===== src/rtl/dds_pkg.sv =====
// Shared constants for the DDS waveform generator: default widths, LFSR seed/taps
// and quarter-wave sine table geometry.
package dds_pkg;

   localparam int unsigned PHASE_W_DEF = 24;
   localparam int unsigned OUT_W_DEF   = 12;
   localparam int unsigned P_W         = 12;
   localparam int unsigned LFSR_W      = 16;
   localparam int unsigned QLUT_AW     = 8;
   localparam int unsigned QLUT_DW     = 11;

   localparam logic [LFSR_W-1:0] LFSR_SEED = 16'hACE1;
   // Feedback taps at bits 15, 13, 12 and 10.
   localparam logic [LFSR_W-1:0] LFSR_TAPS = 16'hB400;

endpackage


===== src/rtl/sine_qlut.sv =====
// Combinational quarter-wave sine table: val_c = round(2047*sin(pi*(2*idx+1)/1024)).
// Entries are produced at elaboration by a fixed-point Taylor series.
module sine_qlut
   import dds_pkg::*;
(
   input  logic [QLUT_AW-1:0] idx,
   output logic [QLUT_DW-1:0] val_c
);

   localparam longint PI_Q30 = 64'sd3373259426;

   // Q30 fixed-point sine of the table angle, rounded to 11 bits.
   function automatic logic [QLUT_DW-1:0] qsin(input int unsigned i);
      longint x;
      longint x2;
      longint term;
      longint sum;
      x    = (PI_Q30 * longint'(2 * i + 1)) / 64'sd1024;
      x2   = (x * x) >>> 30;
      term = x;
      sum  = x;
      for (int n = 1; n < 10; n++) begin
         term = -(((term * x2) >>> 30) / longint'((2 * n) * (2 * n + 1)));
         sum  = sum + term;
      end
      return QLUT_DW'((sum * 64'sd2047 + (64'sd1 <<< 29)) >>> 30);
   endfunction

   logic [QLUT_DW-1:0] tbl [2**QLUT_AW];

   for (genvar g = 0; g < 2**QLUT_AW; g++) begin : g_tbl
      localparam logic [QLUT_DW-1:0] ENTRY = qsin(g);
      assign tbl[g] = ENTRY;
   end

   assign val_c = tbl[idx];

endmodule


===== src/rtl/dds_wavegen.sv =====
// Direct digital synthesis waveform generator: phase accumulator driving registered
// sine, sawtooth, pulse, triangle and LFSR-noise samples.
module dds_wavegen
   import dds_pkg::*;
#(
   parameter int unsigned PHASE_W = PHASE_W_DEF,
   parameter int unsigned OUT_W   = OUT_W_DEF
) (
   input  logic               clk,
   input  logic               rst,
   input  logic               en,
   input  logic               phase_clr,
   input  logic [PHASE_W-1:0] freq_word,
   input  logic [OUT_W-1:0]   duty,
   output logic [OUT_W-1:0]   sine,
   output logic [OUT_W-1:0]   saw,
   output logic [OUT_W-1:0]   pulse,
   output logic [OUT_W-1:0]   traing,
   output logic [OUT_W-1:0]   noi,
   output logic               out_valid
);

   localparam logic [P_W-1:0] MID = 12'h800;

   logic [PHASE_W-1:0] acc;
   logic [LFSR_W-1:0]  lfsr;
   logic [PHASE_W:0]   acc_sum_c;
   logic               wrap_c;
   logic               fb_c;
   logic [P_W-1:0]     p_c;
   logic [1:0]         quad_c;
   logic [QLUT_AW-1:0] idx_c;
   logic [QLUT_DW-1:0] mag_c;
   logic [P_W-1:0]     sine_c;
   logic [P_W-1:0]     tri_base_c;
   logic [P_W-1:0]     tri_c;
   logic [P_W-1:0]     pulse_c;

   assign acc_sum_c = {1'b0, acc} + {1'b0, freq_word};
   // A cleared edge never counts as a wrap, so it cannot step the LFSR.
   assign wrap_c    = acc_sum_c[PHASE_W] & en & ~phase_clr;
   assign fb_c      = ^(lfsr & LFSR_TAPS);
   assign p_c       = acc[PHASE_W-1 -: P_W];

   // Quadrant folding onto the quarter-wave table.
   assign quad_c = p_c[11:10];
   assign idx_c  = quad_c[0] ? ~p_c[9:2] : p_c[9:2];

   sine_qlut u_qlut (
      .idx   (idx_c),
      .val_c (mag_c)
   );

   assign sine_c     = quad_c[1] ? (MID - P_W'(mag_c)) : (MID + P_W'(mag_c));
   assign tri_base_c = {p_c[10:0], 1'b0};
   assign tri_c      = p_c[11] ? ~tri_base_c : tri_base_c;
   assign pulse_c    = (p_c < duty) ? '1 : '0;

   // Phase accumulator and noise LFSR.
   always_ff @(posedge clk or posedge rst) begin
      if (rst) begin
         acc  <= '0;
         lfsr <= LFSR_SEED;
      end else begin
         if (phase_clr) begin
            acc <= '0;
         end else if (en) begin
            acc <= acc_sum_c[PHASE_W-1:0];
         end
         if (wrap_c) begin
            lfsr <= {lfsr[LFSR_W-2:0], fb_c};
         end
      end
   end

   // Sample registers load from the pre-edge phase on enabled edges.
   always_ff @(posedge clk or posedge rst) begin
      if (rst) begin
         sine      <= MID;
         saw       <= '0;
         pulse     <= '0;
         traing    <= '0;
         noi       <= '0;
         out_valid <= 1'b0;
      end else begin
         out_valid <= en;
         if (en) begin
            sine   <= sine_c;
            saw    <= p_c;
            pulse  <= pulse_c;
            traing <= tri_c;
            noi    <= lfsr[P_W-1:0];
         end
      end
   end

endmodule


===== config.mk =====
export PLATFORM = sky130hd
export DESIGN_NAME = dds_wavegen
export DESIGN_NICKNAME = d
export VERILOG_FILES = /design/src/rtl/dds_pkg.sv /design/src/rtl/sine_qlut.sv /design/src/rtl/dds_wavegen.sv
export SDC_FILE = /design/constraint.sdc
export NUM_CORES = 1
export LEC_CHECK = 0
export BUFFER_PORTS_ARGS = -buffer_cell sky130_fd_sc_hd__buf_4
export CAP_MARGIN = 25
export CORE_MARGIN = 1.5
export CORE_UTILIZATION = 60
export DETAILED_ROUTE_END_ITERATION = 8
export HOLD_SLACK_MARGIN = 0.15
export PLACE_DENSITY = 0.8
export SYNTH_ARGS = -nofsm -noshare
export SYNTH_HDL_FRONTEND = slang
export SYNTH_SLANG_ARGS = --single-unit

===== constraint.sdc =====
create_clock -name clk -period 4.85 [get_ports clk]
set_input_delay 1.455 -clock clk [delete_from_list [all_inputs] [get_ports clk]]
set_output_delay 1.455 -clock clk [all_outputs]
set_load 0.1 [all_outputs]

==> results by group <==
Placement
  • Dpl cells: between 1,500 and 2,000
  • DPL Wire Length: ~36,000 um
  • Area of placed instances: between 0.01 and 0.015 mm2
  • Gpl congestion: 1.16
  • Port Buffers: 100

STA
  • Final min period: between 4000 and 5000 ps
  • Final slew viol count: 0
  • Final Hold Fails: 0
  • Rel. slew slack: 25.4%
  • TNS Setup: 0 ps
  • Worst-margin pin slew: 1110 ps
  • Clk_skew: 19.3 ps
  • F_max: 0.214 GHz
  • RSZ-0062 raised after global routing: false
  • Final setup fails: 0
  • Fin crit share: slightly below 100%

Critical path
  • Crit path buf inv count: 4
  • CP max FO: 18
  • Critical Path End Type: flip-flop
  • Worst Setup Path Type: flip-flop to flip-flop
  • Crit path arrival time: 4890 ps
  • Crit-path slowest cell: ha_1
  • Setup crit start kind: flip-flop
  • CP Cell Sequence: xnor2_1 > buf_4 > inv_1 > ha_1 > nor2b_1 > buf_4 > a22oi_1 > o211ai_1 > o31ai_1 > nand3_1 > a31oi_1 > ha_1 > o2111ai_1 > buf_4 > nand2_1 > o211ai_1
  • Top cell by count, worst path: buf_4
  • Slowest stage delay, CP: around 760 ps
  • Critical path's top delay family: compound AO/OA/AOI/OAI gates
  • WP data required: roughly 5100 ps

Routing
  • Total Wirelength: 50,700 um
  • Residual DRC: 18
  • Pre-antenna DRT Iters: 9
  • Routed WL per cell: 28.7 um
  • Antenna viol nets, final: 0
  • Via/cell ratio: roughly 7.7
  • Vias after detailed routing: ~14,000
  • Detailed Route Iter0 Violations: between 2,000 and 2,500

Clock network
  • Hold buffer count at cts: 0
  • Insertion delay to the later sink of the worst-skew pair: around 370 ps
  • CTS tree: built
  • Htree depth: 3
  • Post-CTS setup-driven buffer insertion count: 0
  • Clock Tree Buf Depth: 2
  • Total CTS buffers: 9
  • Clk pin slew, worst setup/hold paths: about 70 ps
  • Clk sink count: 89
  • Root buf cell: clkbuf_16
  • CTS resizes: 0

Global route
  • Initial antenna violation count: 2
  • First-pass GRT wire length: approximately 75,000 um
  • Gr usage total: 49.8%
  • Gr ovfl total: 0
  • Number of global-route vias before repair: roughly 13,000
  • Largest net degree at the start of global routing: 116

Synthesis
  • Synth warnings: 0
  • Xor and xnor area share after synthesis: roughly 3.1%
  • Post-synthesis mux area share: around 5.5%
  • Number of flops mapped to enable cells by yosys: 0
  • Post-synthesis adder-cell area fraction: between 5 and 6%
  • Syn avg cell area: roughly 7.6 um2
  • Ys flop type: dfrtp_1
  • Post-synthesis simple-gate area fraction: 23.4%
  • Count of different cell masters after synthesis: between 100 and 150
  • Seq cells post-synth: 89
  • Register area share after synthesis: roughly a fifth
  • Async SR Flop Fraction: 100%
  • Syn_nets: 1,590
  • Compound-Gate Fraction of Synth Area: ~33%
  • Yosys top cell area share: 17.5%
  • Count leader, synth: a21oi_1
  • Synth top area cells: dfrtp_1 (17%), a21oi_1 (5.5%), ha_1 (5.5%)
  • Largest family of logic cells by synthesized area: compound AO/OA/AOI/OAI gates
  • Post-Syn Area: about 0.011 mm2
  • Post-synth top cells: a21oi_1 (125), nor2_1 (105), nand2_1 (87), o21ai_0 (86), dfrtp_1 (80)
  • Post-Syn Instances: around 1,500
  • Cell taking the most area after synthesis: dfrtp_1

Pwr
  • Pwr Density: between 500 and 600 mW/mm2
  • VDD IR max: ~0.00033 V
  • Leakage: 5.39 nW

Final layout
  • Fillers: 1,552
  • Post-route insts no fill: 1,766
  • ANT cells: 0
  • Layout cells sized above 1: between 10% and 20%
  • Fin nets: between 1,500 and 2,000
  • Area Growth Syn to Fin: 9.74%
  • Post-route cell area: about 0.013 mm2
  • Util after Layout: 67.3%

Floorplan
  • Starting Density: 61.3%
  • Core area: approximately 0.019 mm2
  • Num rows: 50
  • IO Count: 101
  • Die height: ~140 um
  • Die Span X: between 100 and 150 um
  • Die area: approximately 0.02 mm2

Run status
  • Failing checks: design-rule violations
  • Status: finished with violations

Flow run
  • Maximum Capacitance Violations: 0

Hold path
  • Min-Delay Path Class: flip-flop to flip-flop
## cells by family after synthesis
group | count (synthesis)
fa+ha+maj | 51
buf+inv | 209
mux | 56
compound gates | 557
simple gates | 497
xor+xnor | 40
flops | 89
## sequential cells by signal, summed over array words and instances, names as in the netlist
register   count
sine          12
out_valid      1
lfsr          16
traing        12
pulse          1
saw           11
acc           24
noi           12
## worst register-to-register path: stages, from the launching register on
cell	delay, ps
dfrtp_4	520
xnor2_1	180
buf_4	170
inv_1	90
ha_1	760
nor2b_1	100
buf_4	210
a22oi_1	330
o211ai_1	380
o31ai_1	490
nand3_1	160
a31oi_1	250
ha_1	250
o2111ai_1	240
buf_4	250
nand2_1	50
o211ai_1	90
## layout by cell type, fill, tap and decap left out, types with 10 or more instances in the layout
cell / count
buf_4: 178
nor3_1: 32
or4b_1: 12
nand2b_1: 40
o22ai_1: 23
o2111ai_1: 23
a21oi_1: 125
a21o_1: 22
and2_1: 14
o211ai_1: 24
and3_1: 22
a221oi_1: 11
o21ai_1: 12
nor3b_1: 22
mux2_2: 26
nor2b_1: 32
dfrtp_1: 76
a22oi_1: 18
ha_1: 50
nand2_1: 87
a211oi_1: 36
mux2i_1: 26
or3_1: 12
o221ai_1: 14
xnor2_1: 29
inv_1: 37
nor2_1: 105
a31oi_1: 38
xor2_1: 10
o21ai_0: 86
nand3_1: 56
## layer usage
| layer | GRT usage, % | share of wire (%) |
|---|---|---|
| met1 | 61.7 | 36 |
| met2 | 74.2 | 43 |
| met3 | 15.3 | 13 |
| met4 | 34.2 | 8.1 |
| met5 | 0 | 0.018 |
## metrics by stage
step | setup slack, ps | power, mW | hold slack [ps]
after detailed placement | 220 | 5.33 | 496
final | 175 | 6.36 | 512
after global routing | 182 | 6.51 | 524
after CTS | 482 | 6.10 | 513
after global placement | 455 | 5.31 | 482
after floorplan | 655 | 4.07 | 488
## power breakdown
group          internal (mW)  switching (mW)  total, mW
clock                  0.422           0.340      0.762
combinational           1.37            3.20       4.56
sequential             0.860           0.176       1.04
## layout make-up
| class | instances | area (um2) | area share (%) |
|---|---|---|---|
| Multi-Input combinational cell | 1201 | 8120 | 64.5 |
| Sequential cell | 89 | 2250 | 17.9 |
| Timing Repair Buffer | 183 | 1440 | 11.5 |
| Tap cell | 234 | 293 | 2.33 |
| Clock buffer | 10 | 239 | 1.90 |
| Inverter | 43 | 163 | 1.29 |
| Clock inverter | 6 | 72.6 | 0.577 |
## worst paths after layout
kind                             end  slack (ps)     start  depth (start not counted)
setup / recovery             sine[8]         170   acc[22]                         16
hold / removal              sine[11]         510  sine[11]                          2
setup reg to reg             sine[8]         170   acc[22]                         16
hold reg to reg             sine[11]         510  sine[11]                          2
max in group asynchronous   lfsr[15]        2980       rst                          4
min in group asynchronous  traing[3]        1000       rst                          2
Power figures use the tool's default switching activity.
